`src/rtl/vga_display_controller.sv`:
```
// VGA display controller: free-running raster timing, linear frame-store
// read addressing, a latency-matched pixel pipeline and tear-free double
// buffer bank swapping at the start of vertical blanking.
module vga_display_controller #(
  parameter int          READ_LATENCY = 2,
  parameter int          H_VISIBLE    = 800,
  parameter int          H_FP         = 40,
  parameter int          H_SYNC       = 128,
  parameter int          H_BP         = 88,
  parameter int          V_VISIBLE    = 600,
  parameter int          V_FP         = 1,
  parameter int          V_SYNC       = 4,
  parameter int          V_BP         = 23,
  parameter int          IMG_WIDTH    = 720,
  parameter int          IMG_HEIGHT   = 480,
  parameter int          IMG_X0       = 40,
  parameter int          IMG_Y0       = 60,
  parameter logic [23:0] BORDER_RGB   = 24'h000000
) (
  input  logic        internal_clock_40,
  input  logic        resetn,
  input  logic        Swap_Request_I,
  output logic [18:0] Video_Address_O,
  input  logic [31:0] Video_Data_I,
  output logic        Bank_Select_O,
  output logic        Frame_Swap_O,
  output logic [7:0]  VGA_Red_O,
  output logic [7:0]  VGA_Green_O,
  output logic [7:0]  VGA_Blue_O,
  output logic        VGA_HSync_O,
  output logic        VGA_VSync_O,
  output logic        VGA_Blank_O
);

  localparam int H_TOTAL = H_VISIBLE + H_FP + H_SYNC + H_BP;
  localparam int V_TOTAL = V_VISIBLE + V_FP + V_SYNC + V_BP;
  localparam int HCW     = (H_TOTAL > 1) ? $clog2(H_TOTAL) : 1;
  localparam int VCW     = (V_TOTAL > 1) ? $clog2(V_TOTAL) : 1;

  localparam logic [HCW-1:0] H_LAST       = HCW'(H_TOTAL - 1);
  localparam logic [HCW-1:0] H_VIS_END    = HCW'(H_VISIBLE);
  localparam logic [HCW-1:0] H_SYNC_START = HCW'(H_VISIBLE + H_FP);
  localparam logic [HCW-1:0] H_SYNC_END   = HCW'(H_VISIBLE + H_FP + H_SYNC);
  localparam logic [HCW-1:0] IMG_X_START  = HCW'(IMG_X0);
  localparam logic [HCW-1:0] IMG_X_END    = HCW'(IMG_X0 + IMG_WIDTH);

  localparam logic [VCW-1:0] V_LAST       = VCW'(V_TOTAL - 1);
  localparam logic [VCW-1:0] V_VIS_END    = VCW'(V_VISIBLE);
  localparam logic [VCW-1:0] V_SYNC_START = VCW'(V_VISIBLE + V_FP);
  localparam logic [VCW-1:0] V_SYNC_END   = VCW'(V_VISIBLE + V_FP + V_SYNC);
  localparam logic [VCW-1:0] IMG_Y_START  = VCW'(IMG_Y0);
  localparam logic [VCW-1:0] IMG_Y_END    = VCW'(IMG_Y0 + IMG_HEIGHT);

  // Per-position raster flags carried down the latency-matching pipeline
  typedef struct packed {
    logic vis;
    logic hs;
    logic vs;
    logic img;
  } flags_t;

  logic [HCW-1:0] h_q, h_d;
  logic [VCW-1:0] v_q, v_d;
  logic [18:0]    ptr_q, ptr_d;
  logic [18:0]    addr_q, addr_d;
  flags_t         pipe_q [READ_LATENCY+1];
  flags_t         pipe_d [READ_LATENCY+1];
  logic [23:0]    rgb_q, rgb_d;
  logic           hsync_q, hsync_d;
  logic           vsync_q, vsync_d;
  logic           blank_q, blank_d;
  logic           pending_q, pending_d;
  logic           bank_q, bank_d;
  logic           swap_q, swap_d;

  flags_t cur_flags;
  logic   frame_end;
  logic   vblank_start;
  logic   data_unused;

  assign data_unused = ^Video_Data_I[31:24];

  // Raster position decode for the position the counters hold this cycle
  always_comb begin
    cur_flags     = '0;
    cur_flags.vis = (h_q < H_VIS_END) && (v_q < V_VIS_END);
    cur_flags.hs  = (h_q >= H_SYNC_START) && (h_q < H_SYNC_END);
    cur_flags.vs  = (v_q >= V_SYNC_START) && (v_q < V_SYNC_END);
    cur_flags.img = cur_flags.vis &&
                    (h_q >= IMG_X_START) && (h_q < IMG_X_END) &&
                    (v_q >= IMG_Y_START) && (v_q < IMG_Y_END);
    frame_end     = (h_q == H_LAST) && (v_q == V_LAST);
    vblank_start  = (h_q == '0) && (v_q == V_VIS_END);
  end

  // Counter advance and linear read-address generation (pointer walks the image in raster order)
  always_comb begin
    h_d    = h_q;
    v_d    = v_q;
    ptr_d  = ptr_q;
    addr_d = addr_q;
    if (h_q == H_LAST) begin
      h_d = '0;
      v_d = (v_q == V_LAST) ? '0 : v_q + VCW'(1);
    end else begin
      h_d = h_q + HCW'(1);
    end
    if (cur_flags.img) begin
      addr_d = ptr_q;
      ptr_d  = ptr_q + 19'd1;
    end
    if (frame_end) begin
      ptr_d = '0;
    end
  end

  // Delay line so sync/blank/colour decisions line up with the returned pixel data
  always_comb begin
    pipe_d[0] = cur_flags;
    for (int i = 1; i <= READ_LATENCY; i++) begin
      pipe_d[i] = pipe_q[i-1];
    end
    hsync_d = pipe_q[READ_LATENCY].hs;
    vsync_d = pipe_q[READ_LATENCY].vs;
    blank_d = !pipe_q[READ_LATENCY].vis;
    if (pipe_q[READ_LATENCY].img) begin
      rgb_d = Video_Data_I[23:0];
    end else if (pipe_q[READ_LATENCY].vis) begin
      rgb_d = BORDER_RGB;
    end else begin
      rgb_d = 24'h000000;
    end
  end

  // Bank swap only in the vblank-start cycle; a request in that same cycle is honoured at once
  always_comb begin
    bank_d    = bank_q;
    swap_d    = 1'b0;
    pending_d = pending_q | Swap_Request_I;
    if (vblank_start && (pending_q || Swap_Request_I)) begin
      bank_d    = ~bank_q;
      swap_d    = 1'b1;
      pending_d = 1'b0;
    end
  end

  // All state, cleared asynchronously so a reset mid-line aborts the frame and drops any pending swap
  always_ff @(posedge internal_clock_40 or negedge resetn) begin
    if (!resetn) begin
      h_q       <= '0;
      v_q       <= '0;
      ptr_q     <= '0;
      addr_q    <= '0;
      for (int i = 0; i <= READ_LATENCY; i++) begin
        pipe_q[i] <= '0;
      end
      rgb_q     <= '0;
      hsync_q   <= 1'b0;
      vsync_q   <= 1'b0;
      blank_q   <= 1'b1;
      pending_q <= 1'b0;
      bank_q    <= 1'b0;
      swap_q    <= 1'b0;
    end else begin
      h_q       <= h_d;
      v_q       <= v_d;
      ptr_q     <= ptr_d;
      addr_q    <= addr_d;
      for (int i = 0; i <= READ_LATENCY; i++) begin
        pipe_q[i] <= pipe_d[i];
      end
      rgb_q     <= rgb_d;
      hsync_q   <= hsync_d;
      vsync_q   <= vsync_d;
      blank_q   <= blank_d;
      pending_q <= pending_d;
      bank_q    <= bank_d;
      swap_q    <= swap_d;
    end
  end

  assign Video_Address_O = addr_q;
  assign Bank_Select_O   = bank_q;
  assign Frame_Swap_O    = swap_q;
  assign VGA_Red_O       = rgb_q[23:16];
  assign VGA_Green_O     = rgb_q[15:8];
  assign VGA_Blue_O      = rgb_q[7:0];
  assign VGA_HSync_O     = hsync_q;
  assign VGA_VSync_O     = vsync_q;
  assign VGA_Blank_O     = blank_q;

endmodule

```
`config.mk`:
```
export PLATFORM = sky130hd
export DESIGN_NAME = vga_display_controller
export DESIGN_NICKNAME = d
export VERILOG_FILES = /design/src/rtl/vga_display_controller.sv
export SDC_FILE = /design/constraint.sdc
export NUM_CORES = 1
export LEC_CHECK = 0
export BUFFER_PORTS_ARGS = -buffer_cell sky130_fd_sc_hd__buf_2
export CORE_ASPECT_RATIO = 1.2
export CORE_MARGIN = 1
export CORE_UTILIZATION = 45
export CTS_CLUSTER_SIZE = 28
export DETAILED_ROUTE_END_ITERATION = 7
export PLACE_DENSITY = 0.68
export SLEW_MARGIN = 20
export SYNTH_ARGS = -nofsm -noshare
export SYNTH_HDL_FRONTEND = slang
export SYNTH_SLANG_ARGS = --single-unit
```
`constraint.sdc`:
```
create_clock -name internal_clock_40 -period 2.3 [get_ports internal_clock_40]
set_clock_uncertainty 0.05 [all_clocks]
set_input_delay 0.23 -clock internal_clock_40 [delete_from_list [all_inputs] [get_ports internal_clock_40]]
set_output_delay 0.23 -clock internal_clock_40 [all_outputs]
set_load 0.02 [all_outputs]
```
; After elaboration in Yosys (flattened, before gate mapping)
; Index checks and enable logic that the tools add are counted.
[totals]
output_inout_bits = 48
inputBits = 35
ff_bits = 101
elab_cells = 62
[classes]
n_eq_ne = 3
n_mux = 7
n_reduce_logical = 14
n_addsub = 3
n_bitwise = 2
magnitude_cmp = 10
[ops]
columns = operator, n
row1 = $mux W19, 2
row2 = $lt A11 B10 Y1 const B, 3
row3 = $lt A10 B10 Y1 const B, 3
row4 = $mux W24, 1
row5 = $eq A10 B10 Y1 const B, 2
row6 = $add A19 B1 Y19 const B, 1
row7 = $add A11 B1 Y11 const B, 1
row8 = $eq A11 B11 Y1 const B, 1
row9 = $ge A11 B10 Y1 const B, 1
row10 = $ge A11 B6 Y1 const B, 1
row11 = $logic_not A11 Y1, 1
row12 = $mux W11, 1
row13 = $add A10 B1 Y10 const B, 1
row14 = $ge A10 B10 Y1 const B, 1
row15 = $ge A10 B6 Y1 const B, 1
row16 = $logic_and A1 B1 Y1, 10
row17 = $mux W10, 1
row18 = $mux W1, 2
row19 = $reduce_bool A2 Y1, 1
row20 = $logic_not A1 Y1, 1
row21 = $logic_or A1 B1 Y1, 1
row22 = $not A1 Y1, 1
row23 = $or A1 B1 Y1, 1

; Depth between registers and ports, before layout
; Gate-level depths: netlist (run 1).
[depth]
ltp_word = 8
depth_mapped = 8
mapped_depth_nobuf = 6

; Least setup slack after synthesis (run 1)
; No wires, ideal clock.
[synth_timing]
kind = register to register
start = reg h_q[0]
end = reg ptr_q[12]
setup_time_ps = 126
path_slack_ps = 407
synth_period_minus_slack_ps = 1893
path_buffers = 2
arrival_time_ps = 1717
stages_incl_launch_ff = 9
t_required_ps = 2124
cell_sequence = dfrtp_1 -> ha_1 -> and4_2 -> buf_2 -> and4_1 -> nand2_1 -> nor3_4 -> buf_4 -> a21oi_1
[synth_between]
elab_chain_cells = 7
elab_cells_between_ends = 12
classes_between = order compare (3) / eq/ne (1) / mux (1) / reduce/logical (7)
[synth_lines]
columns = item, line
row1 = from (decl), 62  ; logic [HCW-1:0] h_q, h_d;
row2 = from (signal assigned), 150  ; h_q <= '0;
row3 = from (signal assigned), 165  ; h_q <= h_d;
row4 = $lt A11 B10 Y1, 86  ; cur_flags.vis = (h_q < H_VIS_END) && (v_q < V_VIS_END);
row5 = $logic_and A1 B1 Y1, 86
row6 = $logic_and A1 B1 Y1, 89  ; cur_flags.img = cur_flags.vis &&
row7 = $logic_and A1 B1 Y1 (2 in a row), 90  ; (h_q >= IMG_X_START) && (h_q < IMG_X_END) &&
row8 = $logic_and A1 B1 Y1, 91  ; (v_q >= IMG_Y_START) && (v_q < IMG_Y_END);
row9 = $reduce_bool A2 Y1 (no line), -
row10 = to (signal assigned), 167  ; ptr_q <= ptr_d;
row11 = to (decl), 64  ; logic [18:0] ptr_q, ptr_d;
; Several ways; a longest one is shown, not always the timed one.
; A chain may end at the register's enable or synchronous reset.

; Worst setup path after layout (run 1)
[layout_timing]
start = reg h_q[0]
end = reg ptr_q[4]
; The elaborated chain is that of the path after synthesis.

==> results.yml, run 1 <==
placed_design:
  place_area_um2: 4740
  io_buffers: 74
  gp_congestion: 0.869
  dpl.hpwl_um: 5180
synth:
  yosysTopAreaCell: "dfrtp_1"
  yosys-top-cells-area: "dfrtp_1 60%, mux2_2 4.3%, and2_1 3.9%, o21ai_0 2.5%, ha_1 2.1%"
  avgSynthCellArea_um2: 11.7
  synthTopCellsByCount: "100 x dfrtp_1, 26 x and2_1, 21 x nand2_1, 21 x o21ai_0"
  yosysMostFrequentCell: "dfrtp_1"
  syn_inst: 358
  yosys_warnings: 0
  ys_seq_area_share_pct: 60.4
  yosysTopAreaCellShare_pct: 59.8
  synth-edff-count: 0
  ys_async_sr_fraction_pct: 100
  synth.distinct_cells: 48
  synth_flop_cell: "dfrtp_1"
  synth_seq_cells: 101
  synth_nets: 400
  synth_area_um2: 4190
sta:
  rsz0062_at_grt: "false"
  fin_setup_tns_ps: 0
  worst_pin_slew_ps: 507
  post-route-min-period_ps: 2100
  fmax_mhz: 476
  setup_viol: 0
  drv_slew: 0
  relSlewSlack_pct: 66.2
  post-route-period-util_pct: 91.3
  hold_viol: 0
floorplanning:
  start_util_pct: 46.3
  io_pins: 83
  rows: 38
  core_um2: 9030
  die_h_um: 108
  die_x_um: 90.1
  dieArea_um2: 9690
layout:
  ff_latch_area_um2: 2530
  drive_gt1_share_pct: 29.0
  final_cell_area_um2: 4960
  fin_nets: 485
  synthToLayoutAreaGrowth_pct: 18.5
  antenna-diode-count: 0
  fillCellCount: 812
  multi_input_area_um2: 1540
clock_network:
  cts.sinks: 101
  postCtsSetupBuffers: 0
  clock-root-buffer: "clkbuf_8"
  cts_buffer_depth: 2
  clk_pin_slew_ps: 90
  cts_tree: "yes"
  htree_levels: 3
  numCtsBuffers: 9
  clk-insertion-delay-late_ps: 360
drt:
  drc: 0
  wl_per_cell_um: 13.0
  antenna_left: 0
  vias: 2878
  firstDrtPassIters: 4
  drt_iter0_markers: 112
  vias_per_cell: 5.07
  totalWireLength_um: 7380
status:
  outcome: "complete, no violations"
critical_path:
  required_ps: 2500
  critPathMaxStageDelay_ps: 400
  r2r_start: "h_q[0]"
  arrival_ps: 2300
  crit_path_end_kind: "flop"
  slowest_stage: "dfrtp_1"
  crit_chain: "ha_1 -> and4_2 -> and4_1 -> nand2_1 -> nor3_4 -> buf_4 -> nor2_1"
  regToRegEndpoint: "ptr_q[4]"
  regToRegSetupSlack_ps: 200
  cp_max_fo: 16
  worst_setup_path_start_kind: "flop"
  rr_worst_depth: 7
  criticalPathCategory: "flop to flop"
min_path:
  hold_start: "Video_Data_I[11]"
  whs_endpoint: "rgb_q[11]"
  hold_path_depth: 2
  hold_path_class: "input pin to flop"
grt:
  grt_util_met3_pct: 4.17
  grt_pass1_vias: 2701
  grt-ovfl-total: 0
  grt_use_total_pct: 16.4
  grt_pass1_wl_um: 12500
  grt_max_degree: 68
  antenna_found_initial: 0
  use_met2_pct: 26.7
  grt-busiest-layer: "met2"
  grt.met1_usage_pct: 20.7
job:
  maxCapViolCount: 0
power:
  p_per_area_nw_per_um2: 593
  ir_worst_vdd_uv: 292
  leakage_nw: 2.49
-- state kept, by name (all words and copies together) (netlist names) --
name,flops
hsync_d,1
VGA_HSync_O,1
v_q,10
pending_q,1
rgb_q,24
VGA_Blank_O,1
ptr_q,19
pipe_d,8
Frame_Swap_O,1
vsync_d,1
Video_Address_O,19
pipe_q,2
Bank_Select_O,1
h_q,11
VGA_VSync_O,1
-- logic make-up (layout without fill, tap and decap cells) --
kind of cell | Yosys count | count (layout) | synth area share, %
AOI/OAI and AO/OA | 50 | 50 | 7.26
muxes | 20 | 20 | 5.26
and+or+nand+nor | 138 | 138 | 18.8
adders and majority gates | 7 | 7 | 2.09
buffers and inverters | 26 | 116 | 2.84
DFF | 101 | 101 | 60.4
xor gates and xnor gates | 16 | 16 | 3.35
-- cell type report --
cell class                 count  share of cell area [%]
inverter                      10                   0.757
clock buffer                  10                    2.57
sequential                   101                    51.0
timing repair buffer          90                    10.3
tap                          120                    3.03
multi-input combinational    231                    31.0
clock inverter                 6                    1.31
-- power by group --
part           total, mW  switching [mW]  internal (mW)
combinational     0.0632          0.0399         0.0233
clock               1.10           0.597          0.503
sequential          1.78        0.000532           1.77
-- critical path, delay by kind of cell, from the launching register on --
| family | cells | cell delay, ps |
|---|---|---|
| DFF | 1 | 400 |
| and+or+nand+nor | 5 | 1080 |
| adders and majority gates | 1 | 210 |
| buffers and inverters | 1 | 240 |
-- what timing repair did --
action / 4_1_cts / 5_1_grt
endpoints found under the hold margin: 34 / 2
hold buffers: 1 / 2
resized for setup: 0 / 0
setup endpoints to repair: 0 / 0
-- through the flow --
step / utilization (%) / cells / setup WS, ps / total power [mW] / hold slack [ps]
2_1_floorplan: - / 358 / 407 / 1.81 / -116
3_3_place_gp: 52.5 / 549 / 248 / 1.87 / 154
3_5_place_dp: 52.5 / 549 / 212 / 1.87 / 160
4_1_cts: 54.7 / 566 / 189 / 2.97 / 4.62
5_1_grt: 54.9 / 568 / 60.2 / 3.06 / 2.07
6_report: 54.9 / 568 / 199 / 2.94 / 21.8
-- cell usage in the layout, fill, tap and decap left out, types with 2 or more instances in the layout --
| cell type | Yosys | routed |
|---|---|---|
| ha_1 | 7 | 7 |
| nand4_1 | 8 | 8 |
| and4_1 | 2 | 2 |
| and4b_1 | 2 | 2 |
| dlygate4sd3_1 | 0 | 3 |
| xor2_1 | 8 | 8 |
| nor2b_1 | 3 | 3 |
| nand2_1 | 21 | 21 |
| and3_1 | 6 | 6 |
| nor3b_1 | 3 | 3 |
| mux2i_1 | 4 | 4 |
| clkinv_4 | 0 | 2 |
| clkinv_2 | 0 | 2 |
| xnor2_1 | 8 | 8 |
| or3_2 | 3 | 3 |
| mux2_2 | 16 | 16 |
| a21oi_1 | 13 | 13 |
| nand3_1 | 17 | 17 |
| o2111ai_1 | 2 | 2 |
| buf_4 | 2 | 13 |
| o211ai_1 | 3 | 3 |
| or3_1 | 12 | 12 |
| buf_2 | 9 | 73 |
| nor2_1 | 17 | 17 |
| clkbuf_8 | 0 | 9 |
| and2_1 | 26 | 26 |
| dfrtp_1 | 100 | 100 |
| inv_1 | 10 | 10 |
| o31ai_1 | 3 | 3 |
| nor3_1 | 8 | 8 |
| o21ai_0 | 21 | 21 |
-- how the worst max path moves through the flow --
stage | to | slack (ps) | from
2_1_floorplan | ptr_q[12] | 410 | h_q[0]
3_3_place_gp | ptr_q[0] | 250 | h_q[0]
3_5_place_dp | ptr_q[7] | 210 | h_q[0]
4_1_cts | ptr_q[7] | 190 | h_q[0]
5_1_grt | ptr_q[1] | 60 | h_q[0]
6_report | ptr_q[4] | 200 | h_q[0]
-- layer usage --
metal,part of all wire [%],vias to the layer above
met5,0,-
met4,1.6,0
met3,5.0,8
met2,47,77
met1,47,1378
li1,-,1415
Note: power is estimated with default switching activity, not from simulation.
==> inputs of run 2 (changes only) <==
--- a/config.mk
+++ b/config.mk
@@ -6,12 +6,14 @@
 export NUM_CORES = 1
 export LEC_CHECK = 0
 export BUFFER_PORTS_ARGS = -buffer_cell sky130_fd_sc_hd__buf_2
-export CORE_ASPECT_RATIO = 1.2
+export CELL_PAD_IN_SITES_DETAIL_PLACEMENT = 1
+export CELL_PAD_IN_SITES_GLOBAL_PLACEMENT = 2
 export CORE_MARGIN = 1
-export CORE_UTILIZATION = 45
+export CORE_UTILIZATION = 36
 export CTS_CLUSTER_SIZE = 28
 export DETAILED_ROUTE_END_ITERATION = 7
-export PLACE_DENSITY = 0.68
+export PLACE_DENSITY = 0.81
+export SKIP_CTS_REPAIR_TIMING = 1
 export SLEW_MARGIN = 20
 export SYNTH_ARGS = -nofsm -noshare
 export SYNTH_HDL_FRONTEND = slang
==> results.yml, run 2 (same netlist as run 1, synthesis figures left out) <==
status:
  outcome: "complete, no violations"
floorplanning:
  die_x_um: 110
  core_um2: 11400
  rows: 39
  start_util_pct: 36.8
  dieArea_um2: 12100
  io_pins: 83
  die_h_um: 110
placed_design:
  gp_congestion: 0.796
  io_buffers: 74
  dpl.hpwl_um: 6520
layout:
  drive_gt1_share_pct: 30.0
  synthToLayoutAreaGrowth_pct: 21.8
  final_common_cell: "dfrtp_1"
  fillCellCount: 1271
  largest_reg_flops: 24
  final_cell_mix: "100 x dfrtp_1, 73 x buf_2, 26 x and2_1"
  largest_register: "rgb_q"
  antenna-diode-count: 0
  fin_nets: 484
critical_path:
  crit_path_end_kind: "flop"
  required_ps: 2510
  critPathMaxStageDelay_ps: 430
  arrival_ps: 2370
  crit_chain: "and2_2 -> a311oi_2 -> o2111ai_1 -> buf_4 -> or3_1 -> a21oi_1"
  cp_max_fo: 14
  criticalPathCategory: "flop to flop"
  worst_setup_path_start_kind: "flop"
  slowest_stage: "a311oi_2"
clock_network:
  clk_pin_slew_ps: 70
  cts.sinks: 101
  numCtsBuffers: 9
  cts_buffer_depth: 2
  clk-insertion-delay-late_ps: 340
  htree_levels: 3
  cts_tree: "yes"
  clock-root-buffer: "clkbuf_16"
power:
  clockPowerShare_pct: 44.0
  leakage_nw: 2.54
  sw_frac_of_total_pct: 22.6
  ir_worst_vdd_uv: 415
  power.internal_mw: 2.55
  p_per_area_nw_per_um2: 645
  power_frac_comb_pct: 2.0
  pwr-share-seq_pct: 54.0
  switchingPower_mw: 0.742
sta:
  rsz0062_at_grt: "false"
  hold_viol: 0
  post-route-min-period_ps: 2150
  fmax_mhz: 464
  setup_viol: 0
  post-route-period-util_pct: 93.7
  relSlewSlack_pct: 58.3
  drv_slew: 0
  worst_pin_slew_ps: 626
  fin_setup_tns_ps: 0
  whs_ps: 42.4
grt:
  grt_use_total_pct: 16.4
  grt_pass1_vias: 3119
  grt_pass1_wl_um: 15200
  grt-ovfl-total: 0
  grt_max_degree: 48
  antenna_found_initial: 0
drt:
  wl_per_cell_um: 15.6
  antenna_left: 0
  vias_per_cell: 5.07
  firstDrtPassIters: 4
  vias: 2993
  totalWireLength_um: 9190
  drt_iter0_markers: 128
  drc: 0
job:
  maxCapViolCount: 0
min_path:
  hold_path_class: "input pin to flop"
## run 2: cell types whose count changed in the layout (fill, tap and decap cells not counted), moves of 2 or more
cell,before,now
clkbuf_16,0,9
clkbuf_8,9,0
dlygate4sd3_1,3,1
inv_6,0,2
## run 2: stage by stage
stage	setup WS [ps]	util (%)	total power [mW]	cells	area [µm²]
floorplan	407	-	1.81	358	4190
global placement	101	42.1	1.88	573	4790
detailed placement	86.1	42.1	1.88	573	4790
CTS	25.2	44.6	3.33	589	5070
global route	15.7	44.8	3.41	590	5100
finish	146	44.8	3.29	590	5100
## run 2: power groups by stage
| stage | Clock [mW] | Combinational, mW | Sequential [mW] |
|---|---|---|---|
| 2_1_floorplan | 0 | 0.000507 | 1.81 |
| 3_3_place_gp | 0 | 0.0651 | 1.81 |
| 3_5_place_dp | 0 | 0.0678 | 1.81 |
| 4_1_cts | 1.49 | 0.0682 | 1.78 |
| 5_1_grt | 1.56 | 0.0765 | 1.78 |
| 6_report | 1.45 | 0.0654 | 1.78 |
## run 2: critical path: cells and delay by family, from the launching register on
kind	cells	cell delay (ps)
AND/OR/NAND/NOR	2	590
flip-flops	1	410
AO/OA/AOI/OAI	3	800
buffers and inverters	1	230
## run 2: final timing paths
path                                     to  depth (start not counted)  slack (ps)        startpoint
worst min register to register      hsync_d                          0         300         pipe_d[2]
max in group asynchronous       VGA_Blank_O                          3        1080            resetn
worst max register to register    ptr_q[10]                          6         150            h_q[8]
min in group asynchronous          rgb_q[6]                          2         410            resetn
worst min-delay path              rgb_q[11]                          2          40  Video_Data_I[11]
worst max-delay path              ptr_q[10]                          6         150            h_q[8]
## run 2: layout make-up
class / count / area, µm² / area share (%)
clock buffers: 9 / 225 / 4.42
clock inverters: 7 / 57.6 / 1.13
inverters: 10 / 37.5 / 0.736
multi-input cells: 231 / 1560 / 30.6
flip-flops and latches: 101 / 2530 / 49.6
well taps: 143 / 179 / 3.51
repair buffers: 89 / 513 / 10.1
## run 2: routing by layer
layer / vias up / routed length [µm] / global-route usage, %
met5: - / 0 / 0
met4: 0 / 184 / 6.67
met3: 16 / 517 / 3.85
li1: 1414 / - / -
met1: 1484 / 4070 / 20.6
met2: 79 / 4420 / 27.2
